==> config.mk <==
export PLATFORM = sky130hd
export DESIGN_NAME = pipe_stage_skid
export DESIGN_NICKNAME = d
export VERILOG_FILES = /design/src/rtl/pipe_stage_skid_pkg.sv /design/src/rtl/pipe_sat_counter.sv /design/src/rtl/pipe_stage_skid.sv
export SDC_FILE = /design/constraint.sdc
export NUM_CORES = 1
export LEC_CHECK = 0
export CAP_MARGIN = 20
export CORE_UTILIZATION = 44
export CTS_CLUSTER_DIAMETER = 120
export DETAILED_ROUTE_END_ITERATION = 12
export HOLD_SLACK_MARGIN = 0.05
export PLACE_DENSITY_LB_ADDON = 0.08
export SLEW_MARGIN = 30
export SYNTH_ARGS = -nofsm -noshare
export SYNTH_HDL_FRONTEND = slang
export SYNTH_SLANG_ARGS = --single-unit
==> constraint.sdc <==
create_clock -name clk -period 4.5 [get_ports clk]
set_input_delay 0.9 -clock clk [delete_from_list [all_inputs] [get_ports clk]]
set_output_delay 0.9 -clock clk [all_outputs]
set_load 0.03 [all_outputs]
==> src/rtl/pipe_stage_skid_pkg.sv <==
// Shared constants for valid/ready pipeline stages: control bundle layout and
// an occupancy helper used by pipe_stage_skid.
package pipe_stage_skid_pkg;

    localparam int PIPE_CTRL_W = 16;

    // Bit offsets inside the control bundle; stage wrappers pack/unpack with these.
    localparam int CTRL_RF_WEN = 0;
    localparam int CTRL_DM_WEN = 1;
    localparam int CTRL_MEM_OP = 2;
    localparam int CTRL_HALT   = 4;

    typedef enum logic [1:0] {
        OCC_EMPTY = 2'd0,
        OCC_ONE   = 2'd1,
        OCC_FULL  = 2'd2
    } occ_e;

    function automatic logic [1:0] occ_next(input logic [1:0] occ,
                                            input logic       acc,
                                            input logic       emit);
        return occ + {1'b0, acc} - {1'b0, emit};
    endfunction

endpackage

==> src/rtl/pipe_sat_counter.sv <==
// Saturating up-counter with synchronous clear; clear wins over increment.
module pipe_sat_counter #(
    parameter int W = 16
) (
    input  logic         clk,
    input  logic         rst_n,
    input  logic         inc,
    input  logic         clr,
    output logic [W-1:0] cnt
);

    always_ff @(posedge clk or negedge rst_n) begin
        if (!rst_n) begin
            cnt <= '0;
        end else if (clr) begin
            cnt <= '0;
        end else if (inc && !(&cnt)) begin
            cnt <= cnt + 1'b1;
        end
    end

endmodule

==> src/rtl/pipe_stage_skid.sv <==
// Valid/ready pipeline stage register with optional 2-entry skid buffer,
// synchronous flush and a saturating stall counter.
module pipe_stage_skid
    import pipe_stage_skid_pkg::*;
#(
    parameter int DATA_W = 32,
    parameter int CTRL_W = PIPE_CTRL_W,
    parameter int SKID   = 1,
    parameter int CNT_W  = 16
) (
    input  logic              clk,
    input  logic              rst_n,
    input  logic              in_valid,
    output logic              in_ready,
    input  logic [DATA_W-1:0] in_data,
    input  logic [CTRL_W-1:0] in_ctrl,
    input  logic              flush,
    output logic              out_valid,
    input  logic              out_ready,
    output logic [DATA_W-1:0] out_data,
    output logic [CTRL_W-1:0] out_ctrl,
    output logic [1:0]        occupancy,
    output logic [CNT_W-1:0]  stall_cnt,
    input  logic              stat_clr
);

    logic              main_valid;
    logic [DATA_W-1:0] main_data;
    logic [CTRL_W-1:0] main_ctrl;
    logic              accept;
    logic              emit;

    assign accept    = in_valid && in_ready;
    assign emit      = main_valid && out_ready;
    assign out_valid = main_valid;
    assign out_data  = main_data;
    // Gate ctrl on bubbles so a stale write enable never reaches the next stage.
    assign out_ctrl  = main_valid ? main_ctrl : '0;

    generate
        if (SKID != 0) begin : g_skid
            logic              skid_valid;
            logic [DATA_W-1:0] skid_data;
            logic [CTRL_W-1:0] skid_ctrl;

            // Registered ready: no combinational path from out_ready to in_ready.
            assign in_ready = !skid_valid;

            always_ff @(posedge clk or negedge rst_n) begin
                if (!rst_n) begin
                    main_valid <= 1'b0;
                    main_data  <= '0;
                    main_ctrl  <= '0;
                    skid_valid <= 1'b0;
                    skid_data  <= '0;
                    skid_ctrl  <= '0;
                    occupancy  <= '0;
                end else if (flush) begin
                    main_valid <= 1'b0;
                    skid_valid <= 1'b0;
                    occupancy  <= '0;
                end else begin
                    if (emit) begin
                        if (skid_valid) begin
                            main_data  <= skid_data;
                            main_ctrl  <= skid_ctrl;
                            skid_valid <= 1'b0;
                        end else if (accept) begin
                            main_data <= in_data;
                            main_ctrl <= in_ctrl;
                        end else begin
                            main_valid <= 1'b0;
                        end
                    end else if (accept) begin
                        if (!main_valid) begin
                            main_valid <= 1'b1;
                            main_data  <= in_data;
                            main_ctrl  <= in_ctrl;
                        end else begin
                            skid_valid <= 1'b1;
                            skid_data  <= in_data;
                            skid_ctrl  <= in_ctrl;
                        end
                    end
                    occupancy <= occ_next(occupancy, accept, emit);
                end
            end
        end else begin : g_single
            assign in_ready = out_ready || !main_valid;

            always_ff @(posedge clk or negedge rst_n) begin
                if (!rst_n) begin
                    main_valid <= 1'b0;
                    main_data  <= '0;
                    main_ctrl  <= '0;
                    occupancy  <= '0;
                end else if (flush) begin
                    main_valid <= 1'b0;
                    occupancy  <= '0;
                end else begin
                    if (accept) begin
                        main_valid <= 1'b1;
                        main_data  <= in_data;
                        main_ctrl  <= in_ctrl;
                    end else if (emit) begin
                        main_valid <= 1'b0;
                    end
                    occupancy <= occ_next(occupancy, accept, emit);
                end
            end
        end
    endgenerate

    pipe_sat_counter #(
        .W(CNT_W)
    ) u_stall_cnt (
        .clk  (clk),
        .rst_n(rst_n),
        .inc  (main_valid && !out_ready),
        .clr  (stat_clr),
        .cnt  (stall_cnt)
    );

endmodule

Yosys cells after proc, flatten, opt, wreduce, memory -nomap -nowiden
Index checks and enable logic that the tools add are counted.
{"block": "totals", "reg_bits": 116, "inputBits": 54, "out_inout_bits": 68, "wordCells": 56}
{"block": "classes", "addsub": 3, "n_eq_ne": 3, "mux": 23, "bitwise": 2, "reduce_logical": 17}
{"op": "2-to-1 mux 32 bit", "n": 5}
{"op": "2-to-1 mux 16 bit", "n": 8}
{"op": "adder 16 x 1 -> 16 bit (second input constant)", "n": 1}
{"op": "AND reduction 16 bit", "n": 1}
{"op": "2-to-1 mux 1 bit", "n": 9}
{"op": "AND reduction 4 bit", "n": 2}
{"op": "inequality test 3 bit (second input constant)", "n": 2}
{"op": "nonzero test 2 bit", "n": 3}
{"op": "nonzero test 3 bit", "n": 2}
{"op": "logical AND 1 bit", "n": 4}
{"op": "logical NOT 1 bit", "n": 3}
{"op": "AND reduction 3 bit", "n": 1}
{"op": "adder 2 x 1 -> 2 bit", "n": 1}
{"op": "2-to-1 mux 2 bit", "n": 1}
{"op": "inequality test 2 x 1 -> 1 bit (second input constant)", "n": 1}
{"op": "inverter 1 bit", "n": 2}
{"op": "AND reduction 2 bit", "n": 1}
{"op": "subtractor 2 x 1 -> 2 bit", "n": 1}

Logic depth before layout (Yosys ltp)
{"block": "logic_depth", "depth_word": 6, "ltp_mapped": 6, "mapped_depth_nobuf": 6}

By module
A second synthesis with hierarchy kept.
{"block": "unflattened", "hier_cells": 392, "hier_area_um2": 5494.0}
{"mod": "pipe_stage_skid", "instances": 1, "cells_each": 297, "area_each_um2": 4574.4, "seq_area_each_um2": 2502.4}
{"mod": "pipe_sat_counter", "instances": 1, "cells_each": 95, "area_each_um2": 919.6, "seq_area_each_um2": 400.4}

Least setup slack after synthesis
Ideal clock, no wire load.
{"block": "synth_timing", "kind": "reg-to-output", "from": "register main_valid (netlist: out_valid)", "to": "output port out_ctrl[10]", "arrival_ps": 1260, "required_time_ps": 3600, "path_slack_ps": 2340, "stages_incl_launch_ff": 4, "path_buffers": 2, "cell_sequence": "dfrtp_1 -> buf_2 -> clkbuf_1 -> and2_1"}
{"block": "synth_between", "elab_chain_len": 1}
{"item": "from (decl)", "line": "pipe_stage_skid.sv:27", "rtl": "logic main_valid;"}
{"item": "from (signal assigned)", "line": "pipe_stage_skid.sv:51", "rtl": "main_valid <= 1'b0;"}
{"item": "from (signal assigned)", "line": "pipe_stage_skid.sv:59", "rtl": "main_valid <= 1'b0;"}
{"item": "from (signal assigned)", "line": "pipe_stage_skid.sv:72", "rtl": "main_valid <= 1'b0;"}
{"item": "2-to-1 mux 16 bit", "line": "pipe_stage_skid.sv:38", "rtl": "assign out_ctrl = main_valid ? main_ctrl : '0;"}
{"item": "to (decl)", "line": "pipe_stage_skid.sv:21", "rtl": "output logic [CTRL_W-1:0] out_ctrl,"}
Every way passes these cells.

Worst setup path in the final report
{"block": "layout_timing", "from": "register main_valid (netlist: out_valid)", "to": "output port out_ctrl[15]"}
The elaborated chain is that of the path after synthesis.

==> metrics <==
sequential share of the synthesized area=between 50 and 60%; vias per cell=about 5.3; GRT overflow=0; Top FF cell, synth=dfrtp_1; Synth area leaders=dfrtp_1, mux2i_1, mux2_2; Syn-to-layout area delta=34.69%; Fin Clk Skew=~0.0072 ns; Data arrival, critical path=between 2 and 2.5 ns; CTS Buf Count=17; Int Pwr=2.315 mW; die area=approximately 12,000 µm²; clk sink count=~120; Final Util=61.45%; overall power=around 3.2 mW; Slew Limit Fails=0; syn avg cell area=between 10 and 15 µm²; Post-CTS Hold Buffers=0; DRT Pass-1 Iters=9; Post-Syn Instances=between 400 and 500; Psw=between 0.8 and 0.9 mW; CTS resizes=0; Core ar.=between 10,000 and 15,000 µm²; proportion of layout cells with a drive suffix above 1=between 10% and 20%; syn nets=just over 500; H-tree depth=4; ys async rst share=100.0%; Routed wire per std cell=between 15 and 20 µm; Netlist Area Pre-Place=5276 µm²; diodes inserted=0; setup TNS=0 ns; DRC errors left=9; largest net degree at the start of global routing=97; DIE HEIGHT=between 100 and 150 µm; final setup fails=0; global-route wire length before repair=18,910 µm; Clock Latency Late Sink=approximately 0.41 ns; Post-synth top cells=dfrtp_1, a21oi_1, nor2_1; Crit path required time=roughly 3.6 ns; # Post-CTS Setup Buffers=0; antenna violations before repair=0; share of power burned in registers=a little over two fifths; cell accounting for the most synthesized area=dfrtp_1; synth warn=0; initial core utilization=45.62%; failing checks=design-rule violations; CP max FO=23; Seq cells post-synth=116; count leader, synth=dfrtp_1; max cap viols=0; port bufs=roughly 120; maximum buffer depth of the clock tree=2; row cnt=39; Crit Path Category=flip-flop to output port; final hold vios=0; DRT Wirelength=approximately 11,000 µm; GRT Total Usage=about 20%; EDFF count, synth=0; clock group share of total power=a little under two fifths; library cells used by synthesis=between 40 and 50; CTS root buf=clkbuf_16; crit share post-route=about two thirds; outcome=complete, but fails checks; switch share=a little over a quarter; combinational share of power=between 20% and 30%; Slew HR=41.29%; r2r worst-path depth=4; vias in the first global route=between 3,000 and 4,000; worst slew pin tran=0.8807 ns; NumNets Final=~630; post-route ant nets=0; Hold WC Path Type=flip-flop to flip-flop; clock-pin transition on the worst setup and hold timing paths=roughly 0.05 ns; hold-critical path depth=1; fin crit period=about 3 ns; Pwr Density=roughly 450 nW/µm²; CTS tree=done; IO Count=122; placed wire-length estimate=roughly 7300 µm; DIE WIDTH=111.5 µm; DR vias=3,816; unrepaired setup endpoints after global routing=no; crit start category=flip-flop; crit path capture type=output port; Leak=approximately 3.3 nW; worst IR drop on VDD=274.9 µV; RePlAce Congestion=~0.75; Peak Freq=between 0.3 and 0.4 GHz; area fraction of the dominant cell type after synthesis=between 50 and 60%; DR iter-0 viols=between 150 and 200
[layout make-up]
class | count | area (µm²)
fillers | 975 | 4458
well taps | 143 | 178.9
clock inverters | 5 | 25.02
repair buffers | 125 | 1246
clock buffers | 26 | 499.2
multi-input cells | 304 | 2232
flip-flops and latches | 116 | 2903
inverters | 6 | 22.52
[layout by cell type, fill, tap and decap left out, types with 4 or more instances in the layout]
cell type / instances
and3_1: 4
nand4_1: 4
mux2_1: 22
nand2_1: 6
nand3_1: 4
clkbuf_16: 17
mux2i_1: 48
clkbuf_1: 5
clkbuf_8: 4
nor3_1: 5
clkdlybuf4s50_1: 120
mux2_2: 28
dfrtp_1: 116
and2_1: 18
inv_1: 6
o31ai_1: 8
or4_1: 6
nor2_1: 53
a21oi_1: 62
clkinv_2: 5
[power groups by stage]
stage | Clock (mW) | Combinational (mW) | Sequential, mW
final | 1.18 | 0.640 | 1.36
after global routing | 1.25 | 0.694 | 1.39
after CTS | 1.21 | 0.651 | 1.36
after detailed placement | 0 | 0.650 | 1.38
after global placement | 0 | 0.628 | 1.37
after floorplan | 0 | 0.268 | 1.47
[critical path, stage by stage, from the launching register on]
cell             delay, ns
dfrtp_1               0.78
and2_1                0.25
clkdlybuf4s50_1       0.68
[registers in the layout, summed over array words and instances (netlist names)]
name and cells:
u_stall_cnt.cnt 16, out_valid 1, g_skid.skid_valid 1, out_data 32
occupancy 2, g_skid.skid_data 32, main_ctrl 16, g_skid.skid_ctrl 16
[metrics by stage]
| step | cells | area (µm²) | hold slack, ns | setup slack, ns |
|---|---|---|---|---|
| final | 725 | 7107 | 0.4818 | 1.481 |
| after global routing | 725 | 7107 | 0.4965 | 1.327 |
| after CTS | 725 | 7103 | 0.4854 | 1.428 |
| after detailed placement | 694 | 6579 | 0.4747 | 1.345 |
| after global placement | 694 | 6575 | 0.4662 | 1.414 |
| after floorplan | 452 | 5276 | 0.4574 | 2.340 |
[worst paths after layout]
check | startpoint | to | slack, ns
hold / removal | g_skid.skid_data[28] | g_skid.skid_data[28] | 0.48
hold reg to reg | g_skid.skid_data[28] | g_skid.skid_data[28] | 0.48
setup reg to reg | out_valid | g_skid.skid_ctrl[6] | 1.89
min in group asynchronous | rst_n | u_stall_cnt.cnt[14] | 0.51
setup / recovery | out_valid | out_ctrl[15] | 1.48
max in group asynchronous | rst_n | out_data[19] | 3.21
[cells by family after synthesis]
logic type	count (synthesis)	share of synthesized area, %
xor+xnor	2	0.3321
fa+ha+maj	3	0.7115
compound gates	77	8.063
simple gates	124	13.02
flops	116	55.02
mux	98	19.78
buf+inv	32	3.083
[per-layer routing]
| layer | GRT usage, % | vias to the layer above | part of all wire [%] |
|---|---|---|---|
| li1 | - | 1849 | - |
| met1 | 22.97 | 1866 | 42 |
| met2 | 33.33 | 86 | 50 |
| met3 | 6.859 | 15 | 6.5 |
| met4 | 7.027 | 0 | 1.2 |
| met5 | 0 | - | 0 |
No activity file was read; power rests on OpenSTA's default activity.
